==> config.mk <==
export PLATFORM = sky130hd
export DESIGN_NAME = ub_arbiter
export DESIGN_NICKNAME = d
export VERILOG_FILES = /design/src/rtl/tpu_pkg.sv /design/src/rtl/rr_arbiter.sv /design/src/rtl/ub_arbiter.sv
export SDC_FILE = /design/constraint.sdc
export NUM_CORES = 1
export LEC_CHECK = 0
export CORE_MARGIN = 1.5
export CORE_UTILIZATION = 40
export CTS_CLUSTER_SIZE = 40
export DETAILED_ROUTE_END_ITERATION = 8
export GPL_TIMING_DRIVEN = 0
export PLACE_DENSITY_LB_ADDON = 0.12
export SLEW_MARGIN = 20
export SYNTH_ARGS = -nofsm -noshare
export SYNTH_HDL_FRONTEND = slang
export SYNTH_SLANG_ARGS = --single-unit
==> constraint.sdc <==
create_clock -name clk -period 7.5 [get_ports clk]
set_input_delay 1.5 -clock clk [delete_from_list [all_inputs] [get_ports clk]]
set_output_delay 1.5 -clock clk [all_outputs]
set_load 0.01 [all_outputs]
==> src/rtl/tpu_pkg.sv <==
//------------------------------------------------------------------------------
// Module   : tpu_pkg
// Brief    : Shared types and constants for the tiny TPU unified-buffer arbiter.
// Revision : 1.0 - initial release
//------------------------------------------------------------------------------
`default_nettype none

package tpu_pkg;

  typedef enum logic [0:0] {
    IDLE  = 1'b0,
    BURST = 1'b1
  } arb_state_t;

  localparam int unsigned PORT_HOST     = 0;
  localparam int unsigned PORT_WEIGHT   = 1;
  localparam int unsigned PORT_INPUT    = 2;
  localparam int unsigned PORT_STORE    = 3;
  localparam int unsigned LEN_W_DEFAULT = 4;

  function automatic logic [3:0] port_onehot(input logic [1:0] idx);
    return 4'b0001 << idx;
  endfunction

endpackage

`default_nettype wire

==> src/rtl/rr_arbiter.sv <==
//------------------------------------------------------------------------------
// Module   : rr_arbiter
// Brief    : Combinational 4-way round-robin picker; search starts after last_ptr.
// Revision : 1.0 - initial release
//------------------------------------------------------------------------------
`default_nettype none

module rr_arbiter
  import tpu_pkg::*;
(
  input  logic [3:0] req,
  input  logic [1:0] last_ptr,
  output logic [3:0] gnt,
  output logic [1:0] gnt_idx
);

  logic       w_found;
  logic [1:0] w_cand;

  always_comb begin
    w_found = 1'b0;
    w_cand  = '0;
    gnt_idx = '0;
    // i = 4 wraps back onto last_ptr itself, so it is considered last
    for (int i = 1; i <= 4; i++) begin
      w_cand = last_ptr + 2'(i);
      if (!w_found && req[w_cand]) begin
        w_found = 1'b1;
        gnt_idx = w_cand;
      end
    end
    gnt = w_found ? port_onehot(gnt_idx) : 4'b0000;
  end

endmodule

`default_nettype wire

==> src/rtl/ub_arbiter.sv <==
//------------------------------------------------------------------------------
// Module   : ub_arbiter
// Brief    : Unified-buffer arbiter and burst sequencer, four requesters, one
//            SRAM port. Optional macro UB_ARB_STORE_PRIO_EN gives port 3 priority.
// Revision : 1.0 - initial release
//------------------------------------------------------------------------------
`default_nettype none

module ub_arbiter
  import tpu_pkg::*;
#(
  parameter int ADDR_W = 13,
  parameter int DATA_W = 16,
  parameter int LEN_W  = LEN_W_DEFAULT
) (
  input  logic                clk,
  input  logic                reset,
  input  logic [3:0]          req,
  input  logic [3:0]          req_we,
  input  logic [4*ADDR_W-1:0] req_addr,
  input  logic [4*LEN_W-1:0]  req_len,
  input  logic [4*DATA_W-1:0] req_wdata,
  output logic [3:0]          gnt,
  output logic [3:0]          beat,
  output logic [3:0]          rvalid,
  output logic [DATA_W-1:0]   rdata,
  output logic [3:0]          done,
  output logic                mem_en,
  output logic                mem_we,
  output logic [ADDR_W-1:0]   mem_addr,
  output logic [DATA_W-1:0]   mem_wdata,
  input  logic [DATA_W-1:0]   mem_rdata
);

  localparam logic [LEN_W:0] c_one        = (LEN_W+1)'(1);
  localparam logic [LEN_W:0] c_full_burst = {1'b1, {LEN_W{1'b0}}};

  arb_state_t        r_state, w_state_nxt;
  logic [1:0]        r_owner;
  logic              r_we;
  logic [ADDR_W-1:0] r_base;
  logic [LEN_W:0]    r_nbeats;
  logic [LEN_W:0]    r_cnt;
  logic [1:0]        r_last_ptr;
  logic [3:0]        r_done;
  logic [3:0]        r_rvalid;

  logic [3:0]        w_masked, w_rr_req, w_rr_gnt;
  logic [1:0]        w_rr_idx, w_win_idx;
  logic              w_win_valid, w_upd_ptr;
  logic [LEN_W-1:0]  w_len_raw;
  logic [LEN_W:0]    w_nbeats_new;
  logic              w_last, w_load, w_finish;

  // The port finishing this cycle is hidden so a late req drop is not re-granted
  assign w_masked = req & ~r_done;

`ifdef UB_ARB_STORE_PRIO_EN
  assign w_rr_req    = {1'b0, w_masked[2:0]};
  assign w_win_valid = w_masked[3] | (|w_rr_gnt);
  assign w_win_idx   = w_masked[3] ? 2'(PORT_STORE) : w_rr_idx;
  assign w_upd_ptr   = ~w_masked[3];
`else
  assign w_rr_req    = w_masked;
  assign w_win_valid = |w_rr_gnt;
  assign w_win_idx   = w_rr_idx;
  assign w_upd_ptr   = 1'b1;
`endif

  rr_arbiter u_rr (
    .req      (w_rr_req),
    .last_ptr (r_last_ptr),
    .gnt      (w_rr_gnt),
    .gnt_idx  (w_rr_idx)
  );

  assign w_len_raw    = req_len[w_win_idx*LEN_W +: LEN_W];
  assign w_nbeats_new = (w_len_raw == '0) ? c_full_burst : {1'b0, w_len_raw};
  assign w_last       = (r_cnt == (r_nbeats - c_one));

  always_ff @(posedge clk or posedge reset) begin
    if (reset) r_state <= IDLE;
    else       r_state <= w_state_nxt;
  end

  always_comb begin
    w_state_nxt = r_state;
    w_load      = 1'b0;
    w_finish    = 1'b0;
    gnt         = '0;
    beat        = '0;
    mem_en      = 1'b0;
    mem_we      = 1'b0;
    mem_addr    = '0;
    mem_wdata   = '0;
    case (r_state)
      IDLE: begin
        if (w_win_valid) begin
          w_load      = 1'b1;
          w_state_nxt = BURST;
        end
      end
      BURST: begin
        gnt       = port_onehot(r_owner);
        beat      = port_onehot(r_owner);
        mem_en    = 1'b1;
        mem_we    = r_we;
        mem_addr  = r_base + ADDR_W'(r_cnt);
        mem_wdata = req_wdata[r_owner*DATA_W +: DATA_W];
        if (w_last) begin
          w_finish    = 1'b1;
          w_state_nxt = IDLE;
        end
      end
      default: w_state_nxt = IDLE;
    endcase
  end

  always_ff @(posedge clk or posedge reset) begin
    if (reset) begin
      r_owner    <= '0;
      r_we       <= 1'b0;
      r_base     <= '0;
      r_nbeats   <= '0;
      r_cnt      <= '0;
      r_last_ptr <= 2'(PORT_STORE);
      r_done     <= '0;
      r_rvalid   <= '0;
    end else begin
      r_done   <= w_finish ? port_onehot(r_owner) : 4'b0000;
      r_rvalid <= (r_state == BURST && !r_we) ? port_onehot(r_owner) : 4'b0000;
      if (w_load) begin
        r_owner  <= w_win_idx;
        r_we     <= req_we[w_win_idx];
        r_base   <= req_addr[w_win_idx*ADDR_W +: ADDR_W];
        r_nbeats <= w_nbeats_new;
        r_cnt    <= '0;
        if (w_upd_ptr) r_last_ptr <= w_win_idx;
      end else if (r_state == BURST) begin
        r_cnt <= r_cnt + c_one;
      end
    end
  end

  // SRAM data arrives one cycle after the beat, aligned with the registered rvalid
  assign rvalid = r_rvalid;
  assign rdata  = (|r_rvalid) ? mem_rdata : '0;
  assign done   = r_done;

endmodule

`default_nettype wire

==> metrics.md, run 1 <==
| Metric | Value |
|---|---|
| Run status | complete, no violations |
| Initial DRC count | 200 |
| Row cnt | 33 |
| R2R Setup Slk | 4.93 ns |
| Vias in the first global route | 3405 |
| Num ports | 221 |
| GR Overflow Total | 0 |
| Root buf cell | clkbuf_8 |
| Leak | 2.38 nW |
| Setup crit end | mem_addr[6] |
| Total CTS buffers | 5 |
| Largest net degree at the start of global routing | 38 |
| CP startpoint | r_cnt[0] |
| Layout area overhead | 73.1% |
| Kind of critical path | register to output port |
| R2r endpoint | r_base[10] |
| Residual DRC | 0 |
| Req. time, crit path | 6.00 ns |
| Die width | 94.0 µm |
| Placed instance area | 5650 µm² |
| Post_cts resized | 0 |
| DRT Wirelength | 11.0 mm |
| Critical R2R Launch | done[1] |
| Mapped Cells | 361 |
| Final count of hold timing violations | 0 |
| Fraction of layout cells with a size suffix above 1 | 9.00% |
| Full die area | 8840 µm² |
| Largest fanout on the critical path | 6 |
| Gpl congestion | 0.830 |
| Routed WL per cell | 15.8 µm |
| Post-layout nets | 754 |
| Synthesis-stage register bit count | 37 |
| Crit share post-route | 61.2% |
| Hold Crit Class | register to register |
| Share of the synthesized area in the top cell type | 26.4% |
| Rel. slew slack | 33.8% |
| Hpwl dp | 9.03 mm |
| Final core utilization | 70.5% |
| Register area share after synthesis | 28.0% |
| WP data arrival | 3.09 ns |
| Final setup vio count | 0 |
| Placed Instances | 686 |
| Worst R2R Path Depth | 7 |
| Power per cell area | 360 nW/µm² |
| Fin. max-slew vios | 0 |
| Drt first pass iters | 4 |
| RSZ-0062 raised after global routing | no |
| Vias post-DR | 3610 |
| Main synth FF type | dfrtp_1 |
| Post-synth EDFFs | 0 |
| Worst-margin pin slew | 0.984 ns |
| Die height | 94.0 µm |
| Worst VDD drop | 0.000270 V |
| Synthesized Nets | 527 |
| Post-route cell area | 5740 µm² |
| First-pass GRT wire length | 16.2 mm |
| Number of library cell types mapped by synthesis | 47 |
| Synth area leaders | dfrtp_1, mux4_2, mux2i_1 |
| Async S/R FF share, synth | 100% |
| Clk sinks | 37 |
| Diode count | 0 |
| Crit path time final | 4.59 ns |
| Antenna-violating nets left | 0 |
| Worst-Skew Late Latency | 0.29 ns |
| Number of setup buffers added after CTS | 0 |
| Post-Route Skew | 0.00679 ns |
| Vias per cell | 5.20 |
| FMAX | 218 MHz |
| Cell taking the most area after synthesis | dfrtp_1 |
| Type of origin of the critical path | register |
| Dpl ws | 2.98 ns |
| Buffers added on ports | 220 |
| Starting density of the core | 40.7% |
| Hold Buf Count CTS | 0 |
| Mapped cell area | 3310 µm² |
| CTS clk-pin slew, worst paths | 0.07 ns |
| Finished Layout Cells | 694 |
| Tot GR Track Use | 23.4% |
| Syn. warnings | 0 |
| Setup TNS | 0 ns |
| Syn_area_per_cell | 9.18 µm² |
| Crit path capture type | output port |
| Depth of the CTS H-tree | 2 |
| Max_cap viols | 0 |
| Worst setup margin | 2.91 ns |
| Core ar. | 8130 µm² |
| Antenna violations before repair | 0 |
| CTS tree | built |
| CTS Buffer Depth | 2 |
-- per-layer routing --
| metal | GRT usage (%) | vias up | routed length (µm) |
|---|---|---|---|
| li1 | - | 1740 | - |
| met1 | 28.9 | 1705 | 4340 |
| met2 | 40.3 | 152 | 5530 |
| met3 | 6.23 | 13 | 969 |
| met4 | 6.22 | 0 | 151 |
| met5 | 0 | - | 0 |
-- worst min path at each step --
stage,from,endpoint,slack (ns),cells past startpoint
5_1_grt,r_base[4],r_base[4],0.56,2
6_report,r_base[4],r_base[4],0.52,2
2_1_floorplan,r_we,rvalid[0],0.46,1
4_1_cts,r_base[4],r_base[4],0.52,2
3_3_place_gp,r_base[4],r_base[4],0.49,2
3_5_place_dp,r_base[4],r_base[4],0.49,2
-- report_power, final --
group	switching, mW	leakage (nW)	internal [mW]	total (mW)
clock network	0.0683	0.0455	0.0750	0.143
registers	0.107	0.457	0.291	0.399
logic	0.675	1.88	0.846	1.52
total	0.851	2.38	1.21	2.06
-- sequential cells by signal (all words and copies together), names as in the netlist --
| signal | count |
|---|---|
| rvalid | 4 |
| done | 4 |
| r_last_ptr | 2 |
| r_base | 13 |
| r_we | 1 |
| r_cnt | 5 |
| r_nbeats | 5 |
| r_owner | 2 |
| r_state | 1 |
-- logic make-up (layout without fill, tap and decap cells) --
family | Yosys count | in the layout | synth area share, %
xor gates and xnor gates | 13 | 13 | 3.44
DFF | 37 | 37 | 28.0
muxes | 64 | 64 | 26.0
adders and majority gates | 8 | 8 | 3.25
AOI/OAI and AO/OA | 66 | 66 | 12.9
buffers and inverters | 43 | 271 | 6.23
and+or+nand+nor | 130 | 130 | 20.2
-- critical path, cell delays in order, from the launching register on --
cell and delay [ns]:
dfrtp_1 0.46, ha_1 0.21, inv_1 0.06, fa_1 0.37, nor2b_1 0.15, o21ai_0 0.11, a21boi_0 0.45, o21ai_0 0.20
xnor2_1 0.17, nor2_1 0.09, clkdlybuf4s50_1 0.54
-- per-stage QoR --
stage          hold slack [ns]  power [mW]
2_1_floorplan            0.459        1.26
3_3_place_gp             0.493        1.89
3_5_place_dp             0.495        1.92
4_1_cts                  0.516        2.07
5_1_grt                  0.559        2.21
6_report                 0.517        2.06
-- synthesized netlist by cell type (all sizes together) (2+ instances only) --
cell and count:
dfrtp 35, nand2 34, mux2i 32, o21ai 31, nor2b 25, inv 20, nor2 20, and2 18
mux2 16, mux4 16, clkbuf 14, nor3 12, a21oi 10, buf 9, ha 7, nand3 7
xor2 7, xnor2 6, or4 5, nand2b 4, o2111ai 4, o41ai 4, o31ai 3, a22o 2
a31oi 2, dfstp 2, o21a 2, o221ai 2
-- layout by cell type, fill, tap and decap left out, types with 6 or more instances in the layout --
cell	count
a21oi_1	9
and2_1	18
clkbuf_1	16
clkbuf_8	6
clkdlybuf4s50_1	220
dfrtp_1	35
ha_1	7
inv_1	19
mux2_2	16
mux2i_1	32
mux4_2	16
nand2_1	34
nand3_1	7
nor2_1	20
nor2b_1	25
nor3_1	12
o21ai_0	17
o21ai_1	14
xnor2_1	6
xor2_1	7
-- final cells by class --
cell class                 instances  area [µm²]
sequential                        37         928
multi-input combinational        281        2180
fill                             640        2400
tap                              105         131
inverter                          20        75.1
timing repair buffer             220        2200
clock buffer                       8        90.1
buffer                            23         131
Power figures use the tool's default switching activity.
==> run 2: changes to the inputs <==
--- a/config.mk
+++ b/config.mk
@@ -6,7 +6,7 @@
 export NUM_CORES = 1
 export LEC_CHECK = 0
 export CORE_MARGIN = 1.5
-export CORE_UTILIZATION = 40
+export CORE_UTILIZATION = 37
 export CTS_CLUSTER_SIZE = 40
 export DETAILED_ROUTE_END_ITERATION = 8
 export GPL_TIMING_DRIVEN = 0
==> constraint.sdc (replaced) <==
create_clock -name clk -period 4.5 [get_ports clk]
set_input_delay 0.9 -clock clk [delete_from_list [all_inputs] [get_ports clk]]
set_output_delay 0.9 -clock clk [all_outputs]
set_load 0.01 [all_outputs]
==> run 2 against run 1 <==
  * Critical path depth did not move
  * Combinational power up 68%
  * Total power grew 66%
  * Wire length grew 3.7%
  * Cell area about the same
  * Count of clock-buffer cells in the layout is 2 lower
  * Setup slack got worse by 2.4 ns
  * Clock power up 53%
  * Sequential cell count stayed put
  * Sequential power rose by 67%
  * Die area rose by 7.8%
  * Utilization shrank 4.8 points
  * Critical path type unchanged
==> metrics.md, run 2 (synthesized netlist as in run 1, its figures left out) <==
| Metric | Value |
|---|---|
| Run status | complete, no violations |
| FMAX | 249 MHz |
| Full die area | 9530 µm² (+7.8%) |
| CTS clk-pin slew, worst paths | 0.07 ns (about the same) |
| Leading cell type in the layout, fill and taps excluded | clkdlybuf4s50_1 |
| Root buf cell | clkbuf_8 |
| Fraction of layout cells with a size suffix above 1 | 9.17% (+0.17 points) |
| Tot GR Track Use | 23.6% (+0.19 points) |
| Antenna violations before repair | 0 (unchanged) |
| Number of setup buffers added after CTS | 0 (unchanged) |
| Setup TNS | 0 ns (unchanged) |
| Post-Route Skew | 0.00127 ns (-0.00553 ns) |
| Largest fanout on the critical path | 6 (unchanged) |
| Fin. max-slew vios | 0 (unchanged) |
| Crit path time final | 4.01 ns |
| DRT Wirelength | 11.4 mm (+3.7%) |
| Finished Layout Cells | 697 (+0.43%) |
| Row cnt | 34 (+3.0%) |
| Post-route cell area | 5730 µm² (about the same) |
| Kind of critical path | register to output port |
| GR Overflow Total | 0 (unchanged) |
| Final core utilization | 65.8% (-4.8 points) |
| Starting density of the core | 38.0% (-2.7 points) |
| Core ar. | 8720 µm² (+7.2%) |
| Post_cts resized | 0 (unchanged) |
| RSZ-0062 raised after global routing | no |
| Vias per cell | 5.18 (-0.40%) |
| Largest net degree at the start of global routing | 38 (unchanged) |
| Placed Instances | 689 (+0.44%) |
| Req. time, crit path | 3.60 ns (-2.40 ns) |
| CTS tree | built |
| Power per cell area | 598 nW/µm² (+66%) |
| Crit path capture type | output port |
| Final setup vio count | 0 (unchanged) |
| Hold Slack | 0.519 ns (+0.00243 ns) |
| Placed instance area | 5650 µm² (about the same) |
| Most frequent cells in the layout | clkdlybuf4s50_1, dfrtp_1, nand2_1 |
| Worst setup margin | 0.490 ns (-2.42 ns) |
| Die height | 97.6 µm (+3.9%) |
| Type of origin of the critical path | register |
| Worst VDD drop | 0.000496 V (+84%) |
| Final count of hold timing violations | 0 (unchanged) |
| Post-layout nets | 754 (unchanged) |
| Num ports | 221 (unchanged) |
| # fillers | 708 (+11%) |
| Tot Pwr | 3.43 mW (+66%) |
| First-pass GRT wire length | 18.2 mm (+12%) |
| Reg with most FFs | r_base |
| Vias in the first global route | 3697 (+8.6%) |
| Leak | 2.38 nW (about the same) |
| Hold Buf Count CTS | 0 (unchanged) |
| Gpl congestion | 0.878 (+5.7%) |
| Die width | 97.6 µm (+3.9%) |
| Rel. slew slack | 32.0% (-1.8 points) |
| Largest registers | r_base: 13 flops, r_cnt: 5 flops, r_nbeats: 5 flops |
| Initial DRC count | 255 (+28%) |
| Residual DRC | 0 (unchanged) |
| Max reg flops | 13 (unchanged) |
| Worst-margin pin slew | 1.01 ns (+0.0272 ns) |
| Depth of the CTS H-tree | 2 (unchanged) |
| Crit share post-route | 89.1% |
| WP data arrival | 3.11 ns (+0.02 ns) |
| Drt first pass iters | 4 (unchanged) |
| Clk sinks | 37 (unchanged) |
| Buffers added on ports | 220 (unchanged) |
| Hpwl dp | 9.46 mm (+4.7%) |
| Antenna-violating nets left | 0 (unchanged) |
| Hold Crit Class | register to register |
| Max_cap viols | 0 (unchanged) |
| Layout area overhead | 73.0% (about the same) |
| CTS Buffer Depth | 2 (unchanged) |
| Dpl ws | 0.826 ns (-2.15 ns) |
| Worst-Skew Late Latency | 0.29 ns (about the same) |
| Vias post-DR | 3611 (+0.028%) |
| Total CTS buffers | 5 (unchanged) |
| Routed WL per cell | 16.4 µm (+3.3%) |
| Diode count | 0 (unchanged) |
[run 2: area by class of cell]
cell class / instances / area, µm² / share of cell area (%)
Multi-Input combinational cell: 281 / 2180 / 38.0
Clock inverter: 2 / 10.0 / 0.175
Tap cell: 108 / 135 / 2.36
Sequential cell: 37 / 928 / 16.2
Inverter: 20 / 75.1 / 1.31
Clock buffer: 6 / 72.6 / 1.27
Timing Repair Buffer: 220 / 2200 / 38.4
Buffer: 23 / 131 / 2.29
[run 2: metal layers]
metal  wire [µm]  track usage [%]
met1        4770             30.0
met2        5780             41.6
met3         668             4.10
met4         182             5.82
met5           0                0
[run 2: report_power, final]
| part | switching [mW] | internal [mW] |
|---|---|---|
| Sequential | 0.180 | 0.486 |
| Combinational | 1.13 | 1.41 |
| Clock | 0.112 | 0.107 |
[run 2: path summary, 6_finish.rpt]
check,depth (start not counted),slack [ns],to,from
setup reg to reg,7,1.91,r_base[9],done[1]
hold reg to reg,2,0.52,r_last_ptr[0],r_last_ptr[0]
max in group asynchronous,2,2.97,r_base[5],reset
setup / recovery,10,0.49,mem_addr[6],r_cnt[0]
hold / removal,2,0.52,r_last_ptr[0],r_last_ptr[0]
min in group asynchronous,2,1.05,r_cnt[0],reset
[run 2: worst max-delay path: stages, from the launching register on]
cell and delay [ns]:
dfrtp_1 0.45, ha_1 0.20, inv_1 0.05, fa_1 0.37
nor2b_1 0.16, o21ai_0 0.12, a21boi_0 0.47, o21ai_0 0.21
xnor2_1 0.16, nor2_1 0.09, clkdlybuf4s50_1 0.54
